`src/rtl/hazard_stall_controller.sv`:
```
// Pipeline hazard/stall controller: memory-wait freeze, taken-branch flush, load-use bubble.
// Optional stall statistics counter enabled by defining HAZARD_STALL_STATS_EN.
module hazard_stall_controller #(
  parameter int unsigned MEM_TIMEOUT = 15
) (
  input  logic        clk,
  input  logic        reset_n,
  input  logic        memRead_IdEx,
  input  logic [4:0]  rtAddress_IdEx,
  input  logic [4:0]  rsAddress_IfId,
  input  logic [4:0]  rtAddress_IfId,
  input  logic        usesRt_IfId,
  input  logic        branchTaken_Ex,
  input  logic        memReq_ExMem,
  input  logic        memReady,
  output logic        pcWrite,
  output logic        ifIdWrite,
  output logic        idExWrite,
  output logic        exMemWrite,
  output logic        ifIdFlush,
  output logic        idExFlush,
  output logic        memTimeout,
  output logic [15:0] stallCycles
);

  // state    | meaning
  // RUN      | pipeline flowing; hazards decoded from current inputs
  // MEM_WAIT | pipeline frozen until memReady or the wait budget runs out
  typedef enum logic {RUN = 1'b0, MEM_WAIT = 1'b1} state_t;

  localparam logic [7:0] TIMEOUT = 8'(MEM_TIMEOUT);

  state_t     state_q, state_d;
  logic [7:0] wait_cnt_q, wait_cnt_d;
  logic       mem_timeout_q, mem_timeout_d;
  logic       mem_stall;
  logic       load_use;

  assign mem_stall = memReq_ExMem & ~memReady;
  assign load_use  = memRead_IdEx & (rtAddress_IdEx != 5'd0) &
                     ((rtAddress_IdEx == rsAddress_IfId) |
                      (usesRt_IfId & (rtAddress_IdEx == rtAddress_IfId)));

  always_comb begin
    pcWrite       = 1'b1;
    ifIdWrite     = 1'b1;
    idExWrite     = 1'b1;
    exMemWrite    = 1'b1;
    ifIdFlush     = 1'b0;
    idExFlush     = 1'b0;
    state_d       = state_q;
    wait_cnt_d    = wait_cnt_q;
    mem_timeout_d = mem_timeout_q;
    // Outputs held at pass-through values while reset is asserted.
    if (reset_n) begin
      if (state_q == MEM_WAIT) begin
        if (memReady) begin
          state_d    = RUN;
          wait_cnt_d = 8'd0;
        end else if (wait_cnt_q >= TIMEOUT) begin
          mem_timeout_d = 1'b1;
          state_d       = RUN;
          wait_cnt_d    = 8'd0;
        end else begin
          pcWrite    = 1'b0;
          ifIdWrite  = 1'b0;
          idExWrite  = 1'b0;
          exMemWrite = 1'b0;
          wait_cnt_d = wait_cnt_q + 8'd1;
        end
      end else begin
        if (mem_stall) begin
          pcWrite    = 1'b0;
          ifIdWrite  = 1'b0;
          idExWrite  = 1'b0;
          exMemWrite = 1'b0;
          state_d    = MEM_WAIT;
          wait_cnt_d = 8'd0;
        end else if (branchTaken_Ex) begin
          ifIdFlush = 1'b1;
          idExFlush = 1'b1;
        end else if (load_use) begin
          pcWrite   = 1'b0;
          ifIdWrite = 1'b0;
          idExFlush = 1'b1;
        end
      end
    end
  end

  always_ff @(posedge clk or negedge reset_n) begin
    if (!reset_n) begin
      state_q       <= RUN;
      wait_cnt_q    <= 8'd0;
      mem_timeout_q <= 1'b0;
    end else begin
      state_q       <= state_d;
      wait_cnt_q    <= wait_cnt_d;
      mem_timeout_q <= mem_timeout_d;
    end
  end

  assign memTimeout = mem_timeout_q;

`ifdef HAZARD_STALL_STATS_EN
  logic [15:0] stall_cnt_q, stall_cnt_d;

  always_comb begin
    stall_cnt_d = stall_cnt_q;
    if (!pcWrite && (stall_cnt_q != 16'hFFFF)) begin
      stall_cnt_d = stall_cnt_q + 16'd1;
    end
  end

  always_ff @(posedge clk or negedge reset_n) begin
    if (!reset_n) begin
      stall_cnt_q <= 16'd0;
    end else begin
      stall_cnt_q <= stall_cnt_d;
    end
  end

  assign stallCycles = stall_cnt_q;
`else
  assign stallCycles = 16'h0000;
`endif

endmodule

```
`config.mk`:
```
export PLATFORM = sky130hd
export DESIGN_NAME = hazard_stall_controller
export DESIGN_NICKNAME = d
export VERILOG_FILES = /design/src/rtl/hazard_stall_controller.sv
export SDC_FILE = /design/constraint.sdc
export NUM_CORES = 1
export LEC_CHECK = 0
export BUFFER_PORTS_ARGS = -buffer_cell sky130_fd_sc_hd__buf_2
export CORE_UTILIZATION = 42
export DETAILED_ROUTE_END_ITERATION = 16
export PLACE_DENSITY = 0.78
export SLEW_MARGIN = 20
export SYNTH_ARGS = -nofsm -noshare
export SYNTH_HDL_FRONTEND = slang
export SYNTH_SLANG_ARGS = --single-unit
```
`constraint.sdc`:
```
create_clock -name clk -period 1.9 [get_ports clk]
set_clock_uncertainty 0.1 [all_clocks]
set_input_delay 0.285 -clock clk [delete_from_list [all_inputs] [get_ports clk]]
set_output_delay 0.285 -clock clk [all_outputs]
set_load 0.005 [all_outputs]
```
**Word level (Yosys, flattened, before mapping)**

Index checks and enable logic that the tools add are counted.

- Bits in registers: 10
- Output and inout port bits: 23
- Logic and storage cells: 44

- $add $sub $neg: 1
- $lt $le $gt $ge: 1
- Equality and inequality tests: 2
- Mux-type cells: 27
- Bitwise operators: 6
- Reduce and logical (&&, ||, !) cells: 4

Operators by type and width:

| operator | number |
|---|---|
| 2-to-1 mux 8 bit | 4 |
| 2-to-1 mux 1 bit | 23 |
| == test 5 bit | 2 |
| adder 8 x 1 -> 8 bit, second input constant | 1 |
| greater-or-equal comparator 8 x 4 -> 1 bit, second input constant | 1 |
| nonzero test 5 bit | 1 |
| AND 1 bit | 4 |
| AND reduction 4 bit | 1 |
| AND reduction 2 bit | 1 |
| nonzero test 2 bit | 1 |
| NOT 1 bit | 1 |
| OR 1 bit | 1 |

**Depth between registers and ports, before layout**

- Depth in word-level cells: 9
- Gate-level depth with buffers: 6
- Gate-level depth less buffers: 5

**Worst setup path before layout**

Ideal clock, no wire load.

- Path kind: reg-to-output
- Start point: register wait_cnt_q[0]
- End point: output pcWrite
- Arrival time: 1.500 ns
- Required time: 1.515 ns
- Path slack: 0.015 ns
- Cell stages (with the launch flop): 7
- Buffers on the path: 1
- Path through: dfrtp_1 > ha_1 > nand3_1 > and3_1 > o21ai_0 > o31a_1 > buf_4

- Cells in the longest elaborated chain, start to end: 5

Ends and longest elaborated chain:

| element | line | source |
|---|---|---|
| from (decl) | 34 | `logic [7:0] wait_cnt_q, wait_cnt_d;` |
| from (signal assigned) | 98 | `wait_cnt_q <= wait_cnt_d;` |
| greater-or-equal comparator 8 x 4 -> 1 bit | 60 | `end else if (wait_cnt_q >= TIMEOUT) begin` |
| 2-to-1 mux 1 bit (4 in series) | n/a |  |
| to (decl) | 16 | `output logic pcWrite,` |

No other way between the ends.

**Worst setup path after layout**

- Start point: register wait_cnt_q[6]
- End point: output ifIdWrite

- Cells in the longest elaborated chain, start to end: 5

Ends and longest elaborated chain:

| element | line | source |
|---|---|---|
| greater-or-equal comparator 8 x 4 -> 1 bit | 60 |  |
| 2-to-1 mux 1 bit | 60 |  |
| 2-to-1 mux 1 bit | 57 | `if (memReady) begin` |
| 2-to-1 mux 1 bit | 56 | `if (state_q == MEM_WAIT) begin` |
| 2-to-1 mux 1 bit | 55 | `if (reset_n) begin` |
| to (decl) | 17 | `output logic ifIdWrite,` |

No other way between the ends.

==> flow_results.org <==
** Logic synthesis
- Area of the mapped netlist :: around 800 um^2
- Synth async-reset ratio :: 1.00
- The cell count after synthesis came out at 88.
- Yosys mapped the design onto 30 distinct sky130hd cell types.
- The synthesized design contains 0 enable-type register cells.
- Yosys printed 0 warnings.
- Flop and latch count out of synthesis :: 10
- The share of the Yosys chip area taken by registers is 0.319.
- Average footprint of a synthesized cell :: just under 9 um^2
- Main synth FF type :: sky130_fd_sc_hd__dfrtp_1

** Place
- Cell total after placement :: between 100 and 150
- At the placement stage, the worst setup path has a slack of 0.0553 ns.
- Port bufs :: 28
- Detailed placement ended at an HPWL of 1300 um.
- Weighted congestion reported at the end of routability-driven placement :: around 0.76
- After detailed placement, the total cell area comes to roughly 910 um^2.

** Global routing
- The first global-routing pass estimated around 2600 um of wire.
- The number of global-route vias before repair came to between 500 and 600.
- Across every metal layer, demand over resource in global routing totals 0.185.
- Maximum number of pins on one net before global-route repair :: 9
- The number of antenna violations at the first check in global routing was 0.
- For this run the aggregate overflow at the end of global routing stands at 0.

** Timing
- Based on the critical path, the design can be clocked at up to 513 MHz.
- The number of endpoints with negative hold slack in the final report came to 0.
- Fraction of the cycle the final worst path needs :: 1.03
- Setup repair after global routing could not meet its margin everywhere.
- Final Slew Violations :: 0
- After layout, the worst setup slack is -0.0507 ns.
- For the finished layout, the period the worst path requires is about 2.0 ns.
- Final setup violation count :: 4

** Power and ir drop
- Dividing total power by cell area gives a power density of approximately 530 mW/mm^2.
- Summed over all cells, the static leakage comes to approximately 0.54 nW.
- Across the VDD grid, the largest voltage drop is between 0.2 and 0.25 mV.

** Routing
- In the routed design, unresolved DRC markers number 0.
- The first detailed-routing pass took 4 iterations.
- DR vias :: 720
- Starting DRC count in detailed routing :: 15
- The detail route stage leaves a number of antenna-violating nets equal to 0.
- Vias/cell :: 4.77
- Final Routed Wirelength :: 1840 um
- In the final routed layout, each cell accounts on average for approximately 12 um.

** Clock tree
- For this design, the sink count on the clock tree is 10.
- Clock latency on the worst-skew pair, taken at its later pin, is between 0.2 and 0.3 ns.
- After clock tree synthesis, the clock-pin slew on the worst setup and hold paths is about 0.060 ns.
- Clock tree synthesis inserted a total of 3 buffers.
- In this run the number of H-tree levels came out at 1.
- The cell sitting at the root of the clock tree is a sky130_fd_sc_hd__clkbuf_4.
- Clock buffer depth :: 2
- TritonCTS clock tree :: done

** Outcome
- The checks that failed: negative setup slack.
- The run finished, with violations left.

** Floorplanning
- Row generation in the floorplan step produced 15 rows.
- Core area :: ~0.0017 mm^2
- In this run the count of I/O pins placed on the die edge is between 40 and 50.
- Die Y-Extent :: around 45 um
- Width of the die :: 45.2 um
- Die ar. :: slightly above 0.002 mm^2
- Starting Density :: 0.449

** Critical path
- Worst Path Required :: 1.51 ns
- CP Max Fanout :: 2
- Largest stage delay on the critical path :: 0.41 ns
- Slowest cell on crit path :: sky130_fd_sc_hd__dfrtp_1
- STA puts the critical path data arrival time at around 1.6 ns.
- STA classifies the critical path endpoint as an output pin.
- Cell family with most CP delay :: simple AND/OR/NAND/NOR gates
- Counting both buffers and inverters, the worst setup path holds a total of 1.
- The setup path with the least slack is of type reg -> out.
- The worst setup path is launched from a flop.
- Cells traversed along the worst timing path :: nor4_4 -> and3_4 -> o21ai_4 -> o31a_1 -> buf_2

** Finish
- For this run, the share of the core covered by cells in the final layout is 0.592.
- Count of non-filler cells in the finished layout :: ~150
- Post-route cell area :: about 0.0010 mm^2
- From synthesis to final layout, the design area changed by 31.9%.
- 0 antenna diodes ended up in the layout.
- Total Nets Final :: approximately 150
- Commonest non-fill, non-tap cells in the layout :: sky130_fd_sc_hd__buf_2, sky130_fd_sc_hd__conb_1, sky130_fd_sc_hd__xor2_1, sky130_fd_sc_hd__dfrtp_1, sky130_fd_sc_hd__buf_4
- Share of layout cells above drive strength 1 :: 0.397
- The library cell used most frequently in the layout, excluding fill and tap cells, is sky130_fd_sc_hd__buf_2.

** Min path
- The tightest min-delay check is of the in -> reg type.

** Flow run
- The tool flagged a number of max-cap violations equal to 0.
-- sequential cells by signal, summed over array words and instances (netlist names) --
| register | flops |
|---|---|
| wait_cnt_q | 8 |
| state_q | 1 |
| memTimeout | 1 |
-- per-stage QoR --
stage	hold WS [ns]	TNS, ns	total power [mW]
2_1_floorplan	-0.111	0	0.339
3_3_place_gp	0.0415	0	0.374
3_5_place_dp	0.0494	0	0.381
4_1_cts	0.307	-0.292	0.533
5_1_grt	0.347	-0.366	0.592
6_report	0.341	-0.182	0.553
-- Yosys cell counts, drive strengths merged (2+ instances only) --
library cell	n	area (um^2)
nand2	6	22.5
nor2	3	11.3
and3	2	12.5
o21ai	5	28.8
nand3	2	10.0
and2	2	12.5
a21oi	2	10.0
nor2b	3	21.3
nor4	2	25.0
buf	18	135
nor3	2	10.0
o211ai	2	15.0
dfrtp	10	250
inv	6	22.5
xor2	11	96.3
-- report_power, final --
group / total, mW / internal, mW / switching (mW)
clock network: 0.142 / 0.0730 / 0.0688
registers: 0.246 / 0.228 / 0.0171
logic: 0.165 / 0.0835 / 0.0818
-- final timing paths --
| path | slack, ns | from | cells after the start | end |
|---|---|---|---|---|
| setup / recovery | -0.05 | wait_cnt_q[6]$_DFFE_PN0P_ | 5 | ifIdWrite |
| hold / removal | 0.34 | reset_n | 3 | state_q$_DFFE_PN0P_ |
| setup reg to reg | 0.20 | wait_cnt_q[0]$_DFFE_PN0P_ | 6 | wait_cnt_q[6]$_DFFE_PN0P_ |
| hold reg to reg | 0.38 | memTimeout$_DFFE_PN0P_ | 1 | memTimeout$_DFFE_PN0P_ |
| max in group asynchronous | 1.03 | reset_n | 3 | state_q$_DFFE_PN0P_ |
| min in group asynchronous | 0.40 | reset_n | 2 | wait_cnt_q[4]$_DFFE_PN0P_ |
-- metal layers --
metal / global-route usage / wire length (um) / up-vias
met5: 0 / 0 / -
met4: 0.0909 / 35 / 0
met3: 0.0640 / 125 / 4
met2: 0.301 / 925 / 41
met1: 0.215 / 755 / 332
li1: - / - / 343
-- cells by family after synthesis --
logic type	synth area share
simple gates	0.187
buf+inv	0.201
compound gates	0.137
xor+xnor	0.134
flops	0.319
fa+ha+maj	0.0160
other cells	0.00479
-- layout make-up --
cell class	count	area [um^2]
Multi-Input combinational cell	69	469
Timing Repair Buffer	38	236
Clock buffer	3	22.5
Tap cell	25	31.3
Fill cell	170	712
Inverter	6	22.5
Sequential cell	10	251
-- worst min-delay path: cells and delay by family --
family                 cells  cell delay, ns
AO/OA/AOI/OAI              1            0.09
buffers and inverters      2            0.28
-- what timing repair did --
action | in CTS | in global routing
pin swaps | 3 | 4
hold endpoints to repair | 7 | 0
resized for setup | 4 | 8
endpoints found under the setup margin | 5 | 5
setup buffers | 0 | 4
hold buffers | 2 | 0
No activity file was read; power rests on OpenSTA's default activity.
